## src/rtl/multicycle_ctrl_pkg.sv

```systemverilog
// ctrl_pkg: shared types and encodings for the multi-cycle RV32 controller.
// Optional feature macro: MC_CTRL_TRAP_EN (adds the TRAP state for illegal opcodes).
package ctrl_pkg;

   // Controller states; the FSM itself stores these as plain 3-bit constants.
   typedef enum logic [2:0] {
      ST_RST    = 3'd0,
      ST_FETCH  = 3'd1,
      ST_DECODE = 3'd2,
      ST_EXEC   = 3'd3,
      ST_MEM    = 3'd4,
      ST_WB     = 3'd5,
      ST_TRAP   = 3'd6
   } state_t;

   // Instruction classes the sequencer distinguishes.
   typedef enum logic [2:0] {
      OC_R   = 3'd0,
      OC_I   = 3'd1,
      OC_LD  = 3'd2,
      OC_ST  = 3'd3,
      OC_BR  = 3'd4,
      OC_JAL = 3'd5,
      OC_ILL = 3'd6
   } op_class_t;

   // Major opcodes (IR[6:0]).
   localparam logic [6:0] OPC_R   = 7'b0110011;
   localparam logic [6:0] OPC_I   = 7'b0010011;
   localparam logic [6:0] OPC_LD  = 7'b0000011;
   localparam logic [6:0] OPC_ST  = 7'b0100011;
   localparam logic [6:0] OPC_BR  = 7'b1100011;
   localparam logic [6:0] OPC_JAL = 7'b1101111;

   // ALU operation classes.
   localparam logic [2:0] ALU_OP_R    = 3'b000;
   localparam logic [2:0] ALU_OP_I    = 3'b001;
   localparam logic [2:0] ALU_OP_ADDR = 3'b010;
   localparam logic [2:0] ALU_OP_BR   = 3'b011;
   localparam logic [2:0] ALU_OP_PC   = 3'b101;

   // PC source select.
   localparam logic [1:0] PC_SRC_ALU    = 2'b00;
   localparam logic [1:0] PC_SRC_ALUOUT = 2'b01;
   localparam logic [1:0] PC_SRC_JUMP   = 2'b10;

   // ALU operand selects.
   localparam logic       ALU_A_PC   = 1'b0;
   localparam logic       ALU_A_RS1  = 1'b1;
   localparam logic [1:0] ALU_B_RS2  = 2'b00;
   localparam logic [1:0] ALU_B_FOUR = 2'b01;
   localparam logic [1:0] ALU_B_IMM  = 2'b10;
   localparam logic [1:0] ALU_B_BOFF = 2'b11;

endpackage

```

## src/rtl/multicycle_ctrl_if.sv

```systemverilog
// multicycle_ctrl_if: control bundle between the sequencer and the datapath/memory.
//
// Memory handshake: mem_req is held high (with iord and mem_we stable) for
// every cycle of an access; the access completes in the cycle where
// mem_ready=1 while mem_req=1. mem_ready is don't-care when mem_req=0.
interface multicycle_ctrl_if;
   logic [6:0] opcode;
   logic       mem_ready;
   logic       mem_req;
   logic       mem_we;
   logic       iord;
   logic       ir_write;
   logic       pc_write;
   logic       pc_write_cond;
   logic [1:0] pc_src;
   logic       alu_src_a;
   logic [1:0] alu_src_b;
   logic [2:0] alu_op;
   logic       reg_write;
   logic       mem_to_reg;
   logic       instr_done;
   logic       trap;

   // Controller side.
   modport master (
      input  opcode, mem_ready,
      output mem_req, mem_we, iord, ir_write, pc_write, pc_write_cond, pc_src,
             alu_src_a, alu_src_b, alu_op, reg_write, mem_to_reg, instr_done, trap
   );

   // Datapath / memory side.
   modport slave (
      output opcode, mem_ready,
      input  mem_req, mem_we, iord, ir_write, pc_write, pc_write_cond, pc_src,
             alu_src_a, alu_src_b, alu_op, reg_write, mem_to_reg, instr_done, trap
   );
endinterface

```

## src/rtl/multicycle_ctrl_op_class_decode.sv

```systemverilog
// op_class_decode: combinational major-opcode to instruction-class decoder.
module op_class_decode
   import ctrl_pkg::*;
(
   input  logic [6:0] opcode_i,
   output op_class_t  op_class_o
);

   // Map the major opcode onto one of the sequencer's classes.
   always_comb begin
      case (opcode_i)
         OPC_R:   op_class_o = OC_R;
         OPC_I:   op_class_o = OC_I;
         OPC_LD:  op_class_o = OC_LD;
         OPC_ST:  op_class_o = OC_ST;
         OPC_BR:  op_class_o = OC_BR;
         OPC_JAL: op_class_o = OC_JAL;
         default: op_class_o = OC_ILL;
      endcase
   end

endmodule

```

## src/rtl/multicycle_ctrl.sv

```systemverilog
// multicycle_ctrl: FETCH/DECODE/EXEC/MEM/WB sequencer driving the RV32 datapath.
// Optional feature macro: MC_CTRL_TRAP_EN -- illegal opcodes park the FSM in
// TRAP with trap=1 until reset; without it they retire as a two-cycle NOP.
module multicycle_ctrl
   import ctrl_pkg::*;
#(
   parameter int INSTRET_W = 32
) (
   input  logic                 clk,
   input  logic                 rst_n,
   multicycle_ctrl_if.master    bus,
   output logic [INSTRET_W-1:0] instret,
   output state_t               dbg_state
);

   localparam logic [2:0] S_RST    = 3'd0;
   localparam logic [2:0] S_FETCH  = 3'd1;
   localparam logic [2:0] S_DECODE = 3'd2;
   localparam logic [2:0] S_EXEC   = 3'd3;
   localparam logic [2:0] S_MEM    = 3'd4;
   localparam logic [2:0] S_WB     = 3'd5;
`ifdef MC_CTRL_TRAP_EN
   localparam logic [2:0] S_TRAP   = 3'd6;
`endif

   logic [2:0]           state_q, state_d;
   op_class_t            op_class_q, op_class_d;
   op_class_t            dec_class;
   logic [INSTRET_W-1:0] instret_q;

   logic       mem_req, mem_we, iord, ir_write, pc_write, pc_write_cond;
   logic [1:0] pc_src, alu_src_b;
   logic       alu_src_a, reg_write, mem_to_reg, instr_done, trap;
   logic [2:0] alu_op;

   op_class_decode u_dec (
      .opcode_i   (bus.opcode),
      .op_class_o (dec_class)
   );

   // State, latched class and retire counter; reset aborts any instruction at once.
   always_ff @(posedge clk or negedge rst_n) begin
      if (!rst_n) begin
         state_q    <= S_RST;
         op_class_q <= OC_ILL;
         instret_q  <= '0;
      end else begin
         state_q    <= state_d;
         op_class_q <= op_class_d;
         if (instr_done) instret_q <= instret_q + 1'b1;
      end
   end

   // Next state and control outputs; everything not driven in a state stays 0.
   always_comb begin
      state_d       = state_q;
      op_class_d    = op_class_q;
      mem_req       = 1'b0;
      mem_we        = 1'b0;
      iord          = 1'b0;
      ir_write      = 1'b0;
      pc_write      = 1'b0;
      pc_write_cond = 1'b0;
      pc_src        = PC_SRC_ALU;
      alu_src_a     = ALU_A_PC;
      alu_src_b     = ALU_B_RS2;
      alu_op        = ALU_OP_R;
      reg_write     = 1'b0;
      mem_to_reg    = 1'b0;
      instr_done    = 1'b0;
      trap          = 1'b0;

      case (state_q)
         S_RST: begin
            state_d = S_FETCH;
         end

         S_FETCH: begin
            mem_req   = 1'b1;
            iord      = 1'b0;
            alu_src_a = ALU_A_PC;
            alu_src_b = ALU_B_FOUR;
            alu_op    = ALU_OP_PC;
            pc_src    = PC_SRC_ALU;
            if (bus.mem_ready) begin
               ir_write = 1'b1;
               pc_write = 1'b1;
               state_d  = S_DECODE;
            end
         end

         S_DECODE: begin
            // ALU precomputes the branch target while the class is latched.
            alu_src_a  = ALU_A_PC;
            alu_src_b  = ALU_B_BOFF;
            alu_op     = ALU_OP_PC;
            op_class_d = dec_class;
            if (dec_class == OC_ILL) begin
`ifdef MC_CTRL_TRAP_EN
               state_d = S_TRAP;
`else
               instr_done = 1'b1;
               state_d    = S_FETCH;
`endif
            end else begin
               state_d = S_EXEC;
            end
         end

         S_EXEC: begin
            case (op_class_q)
               OC_R: begin
                  alu_src_a = ALU_A_RS1;
                  alu_src_b = ALU_B_RS2;
                  alu_op    = ALU_OP_R;
                  state_d   = S_WB;
               end
               OC_I: begin
                  alu_src_b = ALU_B_IMM;
                  alu_op    = ALU_OP_I;
                  state_d   = S_WB;
               end
               OC_LD, OC_ST: begin
                  alu_src_b = ALU_B_IMM;
                  alu_op    = ALU_OP_ADDR;
                  state_d   = S_MEM;
               end
               OC_BR: begin
                  alu_src_b     = ALU_B_RS2;
                  alu_op        = ALU_OP_BR;
                  pc_write_cond = 1'b1;
                  pc_src        = PC_SRC_ALUOUT;
                  instr_done    = 1'b1;
                  state_d       = S_FETCH;
               end
               OC_JAL: begin
                  // No link register write in this core.
                  pc_write   = 1'b1;
                  pc_src     = PC_SRC_JUMP;
                  instr_done = 1'b1;
                  state_d    = S_FETCH;
               end
               default: begin
                  state_d = S_FETCH;
               end
            endcase
         end

         S_MEM: begin
            mem_req = 1'b1;
            iord    = 1'b1;
            mem_we  = (op_class_q == OC_ST);
            if (bus.mem_ready) begin
               if (op_class_q == OC_ST) begin
                  instr_done = 1'b1;
                  state_d    = S_FETCH;
               end else begin
                  state_d = S_WB;
               end
            end
         end

         S_WB: begin
            reg_write  = 1'b1;
            mem_to_reg = (op_class_q == OC_LD);
            instr_done = 1'b1;
            state_d    = S_FETCH;
         end

`ifdef MC_CTRL_TRAP_EN
         S_TRAP: begin
            // Parked until reset; nothing else is driven.
            trap = 1'b1;
         end
`endif

         default: begin
            state_d = S_RST;
         end
      endcase
   end

   assign bus.mem_req       = mem_req;
   assign bus.mem_we        = mem_we;
   assign bus.iord          = iord;
   assign bus.ir_write      = ir_write;
   assign bus.pc_write      = pc_write;
   assign bus.pc_write_cond = pc_write_cond;
   assign bus.pc_src        = pc_src;
   assign bus.alu_src_a     = alu_src_a;
   assign bus.alu_src_b     = alu_src_b;
   assign bus.alu_op        = alu_op;
   assign bus.reg_write     = reg_write;
   assign bus.mem_to_reg    = mem_to_reg;
   assign bus.instr_done    = instr_done;
   assign bus.trap          = trap;

   assign instret   = instret_q;
   assign dbg_state = state_t'(state_q);

endmodule

```

## src/flat_wrapper.sv

```systemverilog
// flat-port wrapper written by rule: the top's interface ports become plain ports
module multicycle_ctrl_flat import ctrl_pkg::*;
#(
   parameter int INSTRET_W = 32
)
  (clk, rst_n, instret, dbg_state, bus_opcode, bus_mem_ready, bus_mem_req, bus_mem_we, bus_iord, bus_ir_write, bus_pc_write, bus_pc_write_cond, bus_pc_src, bus_alu_src_a, bus_alu_src_b, bus_alu_op, bus_reg_write, bus_mem_to_reg, bus_instr_done, bus_trap);
  multicycle_ctrl_if bus_i ();
  input  logic clk;
  input  logic rst_n;
  output logic [INSTRET_W-1:0] instret;
  output state_t dbg_state;
  input wire logic [$bits(bus_i.opcode)-1:0] bus_opcode;
  input wire logic [$bits(bus_i.mem_ready)-1:0] bus_mem_ready;
  output wire logic [$bits(bus_i.mem_req)-1:0] bus_mem_req;
  output wire logic [$bits(bus_i.mem_we)-1:0] bus_mem_we;
  output wire logic [$bits(bus_i.iord)-1:0] bus_iord;
  output wire logic [$bits(bus_i.ir_write)-1:0] bus_ir_write;
  output wire logic [$bits(bus_i.pc_write)-1:0] bus_pc_write;
  output wire logic [$bits(bus_i.pc_write_cond)-1:0] bus_pc_write_cond;
  output wire logic [$bits(bus_i.pc_src)-1:0] bus_pc_src;
  output wire logic [$bits(bus_i.alu_src_a)-1:0] bus_alu_src_a;
  output wire logic [$bits(bus_i.alu_src_b)-1:0] bus_alu_src_b;
  output wire logic [$bits(bus_i.alu_op)-1:0] bus_alu_op;
  output wire logic [$bits(bus_i.reg_write)-1:0] bus_reg_write;
  output wire logic [$bits(bus_i.mem_to_reg)-1:0] bus_mem_to_reg;
  output wire logic [$bits(bus_i.instr_done)-1:0] bus_instr_done;
  output wire logic [$bits(bus_i.trap)-1:0] bus_trap;
  assign bus_i.opcode = bus_opcode;
  assign bus_i.mem_ready = bus_mem_ready;
  assign bus_mem_req = bus_i.mem_req;
  assign bus_mem_we = bus_i.mem_we;
  assign bus_iord = bus_i.iord;
  assign bus_ir_write = bus_i.ir_write;
  assign bus_pc_write = bus_i.pc_write;
  assign bus_pc_write_cond = bus_i.pc_write_cond;
  assign bus_pc_src = bus_i.pc_src;
  assign bus_alu_src_a = bus_i.alu_src_a;
  assign bus_alu_src_b = bus_i.alu_src_b;
  assign bus_alu_op = bus_i.alu_op;
  assign bus_reg_write = bus_i.reg_write;
  assign bus_mem_to_reg = bus_i.mem_to_reg;
  assign bus_instr_done = bus_i.instr_done;
  assign bus_trap = bus_i.trap;
  multicycle_ctrl #(.INSTRET_W(INSTRET_W)) u_core (.clk(clk), .rst_n(rst_n), .bus(bus_i), .instret(instret), .dbg_state(dbg_state));
endmodule
```

## config.mk

```make
export PLATFORM = sky130hd
export DESIGN_NAME = multicycle_ctrl_flat
export DESIGN_NICKNAME = d
export VERILOG_FILES = /design/src/rtl/multicycle_ctrl_pkg.sv /design/src/rtl/multicycle_ctrl_if.sv /design/src/rtl/multicycle_ctrl_op_class_decode.sv /design/src/rtl/multicycle_ctrl.sv /design/src/flat_wrapper.sv
export SDC_FILE = /design/constraint.sdc
export NUM_CORES = 1
export LEC_CHECK = 0
export BUFFER_PORTS_ARGS = -buffer_cell sky130_fd_sc_hd__clkbuf_2
export CORE_MARGIN = 10
export CORE_UTILIZATION = 40
export DETAILED_ROUTE_END_ITERATION = 7
export PLACE_DENSITY = 0.68
export SLEW_MARGIN = 20
export SYNTH_ARGS = -nofsm -noshare
export SYNTH_HDL_FRONTEND = slang
export SYNTH_HIERARCHICAL = 1
export SYNTH_SLANG_ARGS = --single-unit
```

## constraint.sdc

```tcl
create_clock -name clk -period 3.2 [get_ports clk]
set_input_delay 0.32 -clock clk [delete_from_list [all_inputs] [get_ports clk]]
set_output_delay 0.32 -clock clk [all_outputs]
set_load 0.02 [all_outputs]
```

==> results.md <==
- Hold Crit Class: primary input to async pin
- Max VDD drop: 0.000676 V
- First-pass GRT wire length: 8.43 mm
- Die height: 93.2 µm
- Hold_buf cts: 0
- Flop pwr share: 40.9%
- CTS tree: yes
- Psw: 701 µW
- Cells along the critical path: nor3b_2 -> a22oi_1 -> nand2_1 -> clkbuf_2
- TritonRoute pass-1 iters: 5
- Number of synthesized flops with an enable pin: 0
- Gate power share: 37.6%
- Vias in the first global route: 1692
- DR vias/cell: 5.13
- RSZ-0062 raised after global routing: false
- Leak: 0.00126 µW
- Synth top area share: 42.1%
- Final period utilization: 70.4%
- Synthesized flop and latch total: 38
- Detailed placement HPWL: 3.81 mm
- Final setup skew: 0.0134 ns
- CTS buffer count: 5
- FFs w/ async S/R, synth: 100%
- Setup TNS: 0 ns
- Post-route DRC violation count: 0
- Sequential area share after synthesis: 44.5%
- Critical path's top delay family: flip-flops
- DR WL/cell: 15.0 µm
- Clock Power Share: 21.4%
- Critical path data arrival time: 1.93 ns
- Synth Cell Area: 0.00214 mm²
- Worst Path Buf+Inv: 1
- Total global-route track usage: 11.7%
- Final Setup Violations: 0
- DRT Wirelength: 5.08 mm
- Net Sw Frac: 42.5%
- Kind of critical path: flip-flop to output pin
- CP peak stage delay: 0.64 ns
- CTS Root Cell: clkbuf_8
- Clk slew on worst S/H paths: 0.08 ns
- Post-CTS sizing: 0
- WP data required: 2.88 ns
- Starting Density: 41.7%
- Busiest grt layer: met2
- N_diodes: 0
- Share of cells above drive strength 1: 33.2%
- Via count: 1733
- Outcome: complete, no violations
- CP Max Fanout: 17
- Final Critical Period: 2.25 ns
- Clock sink total: 38
- CP max-delay cell: dfrtp_1
- Max cap viols: 0
- DRT iter0 DRCs: 67
- Layout area overhead: 20.3%
- Kind of end point of the critical path: output pin
- Slew HR: 36.5%
- Slew @ Worst Pin: 0.953 ns
- Worst-Skew Late Latency: 0.29 ns
- I/O pin total: 63
- DIE AREA: 0.00868 mm²
- Largest net degree at the start of global routing: 39
- Chip width: 93.2 µm
- Postcts setup bufs: 0
- Grt total ovfl: 0
- Core ar.: 0.00514 mm²
- Main synth FF type: dfrtp_1
- GRT met3 Usage: 3.36%
- H-tree depth: 2
- Yosys top cell by area: dfrtp_1
- Synth warn: 6
- Final Hold Slack: 0.161 ns
- Net count, final: 278
- Max Fclk: 444 MHz
- Rows: 26
- Placer Congestion: 0.775
- Hold Violations, Final: 0
- Initial antenna violation count: 0
- Met1 Resource Use GR: 14.7%
- Synth cell types: 49
- Max-slew violation count: 0
- DRT antenna net count: 0
- Syn_nets: 220
- M2 GR Usage: 18.7%
- Pwr dens: 639 mW/mm²
- IO buf count: 61
- Post-Syn Area per Cell: 10.2 µm²
- Internal power: 947 µW
- Max Buffers Root-to-Sink: 2
- Ranking of synthesized cells by area: dfrtp_1 (42%), xnor2_1 (11%), nand4_1 (4.4%), xor2_1 (3.7%), nand3_1 (3.0%)
- CP Launch Type: flip-flop
- Syn Inst Count: 209
-- power by group through the flow --
stage / combinational (µW) / sequential (µW) / clock, µW
floorplan: 442 / 678 / 0
global placement: 625 / 682 / 0
detailed placement: 630 / 683 / 0
CTS: 632 / 675 / 360
global route: 676 / 696 / 379
finish: 620 / 674 / 353
-- final cells by class --
type | count | area [µm²]
fill | 532 | 2560
multi-input combinational | 154 | 1100
sequential | 38 | 953
timing repair buffer | 62 | 313
tap | 70 | 87.6
clock buffer | 6 | 82.6
inverter | 6 | 22.5
clock inverter | 2 | 12.5
-- cells in the final DEF (no fill, tap or decap), types with 4 or more instances in the layout --
cell and instances:
nand4_1 15, and2_1 4, nor4_1 6, nand3_1 13
and3_1 5, mux2_2 4, inv_1 6, dfrtp_1 36
nor2_1 15, nor3_1 5, xnor2_1 26, xor2_1 9
clkbuf_8 6, clkbuf_2 61, nand2_1 11
-- metal layers --
metal | part of all wire, % | up-vias
li1 | - | 858
met1 | 44 | 830
met2 | 49 | 41
met3 | 5.1 | 4
met4 | 1.2 | 0
met5 | 0 | -
-- cells in the mapped netlist, types with 2 or more instances --
library cell	instances
a21oi_1	2
a22oi_1	2
and2_1	4
and3_1	5
and3b_1	3
and4b_1	2
buf_2	3
buf_4	4
clkbuf_1	3
dfrtp_1	36
dfstp_2	2
inv_1	6
mux2_2	4
nand2_1	11
nand3_1	13
nand3b_1	2
nand4_1	15
nor2_1	15
nor2b_1	3
nor3_1	5
nor3b_2	2
nor4_1	6
o21ai_1	2
xnor2_1	26
xor2_1	9
-- state kept, by name (all words and copies together), names as in the netlist --
register	cells
u_core/dbg_state	3
u_core/instret	32
u_core/op_class_q	3
-- stage by stage --
step                      instance area, µm²  power (µW)  instances  util (%)  setup WS [ns]
after floorplan                         2140        1120        209         -           1.10
after global placement                  2480        1310        330      48.3           1.11
after detailed placement                2480        1310        330      48.3          0.999
after CTS                               2580        1670        338      50.1          0.933
after global routing                    2580        1750        338      50.1          0.769
final                                   2580        1650        338      50.1          0.948
-- cells by family after synthesis --
logic type                 after synthesis  synth area share (%)
and+or+nand+nor                         97                  28.6
DFF                                     38                  44.5
xor gates and xnor gates                35                  14.3
buffers and inverters                   17                  3.86
AOI/OAI and AO/OA                       16                  5.85
muxes                                    4                  2.10
adders and majority gates                1                 0.584
other                                    1                 0.175
-- worst paths after layout --
kind / to / start / slack, ns / cells after the start
min reg2reg: u_core/instret[31]$_DFFE_PN0P_ / u_core/instret[31]$_DFFE_PN0P_ / 0.47 / 1
max: bus_instr_done / u_core/dbg_state[2]$_DFFE_PN0P_ / 0.95 / 4
min in group clk: u_core/dbg_state[1]$_DFFE_PN0P_ / bus_mem_ready / 0.35 / 3
min: u_core/instret[11]$_DFFE_PN0P_ / rst_n / 0.16 / 1
max reg2reg: u_core/instret[22]$_DFFE_PN0P_ / u_core/dbg_state[2]$_DFFE_PN0P_ / 1.09 / 5
max in group asynchronous: u_core/op_class_q[0]$_DFFE_PN0P_ / rst_n / 2.44 / 1
Note: power is estimated with default switching activity, not from simulation.
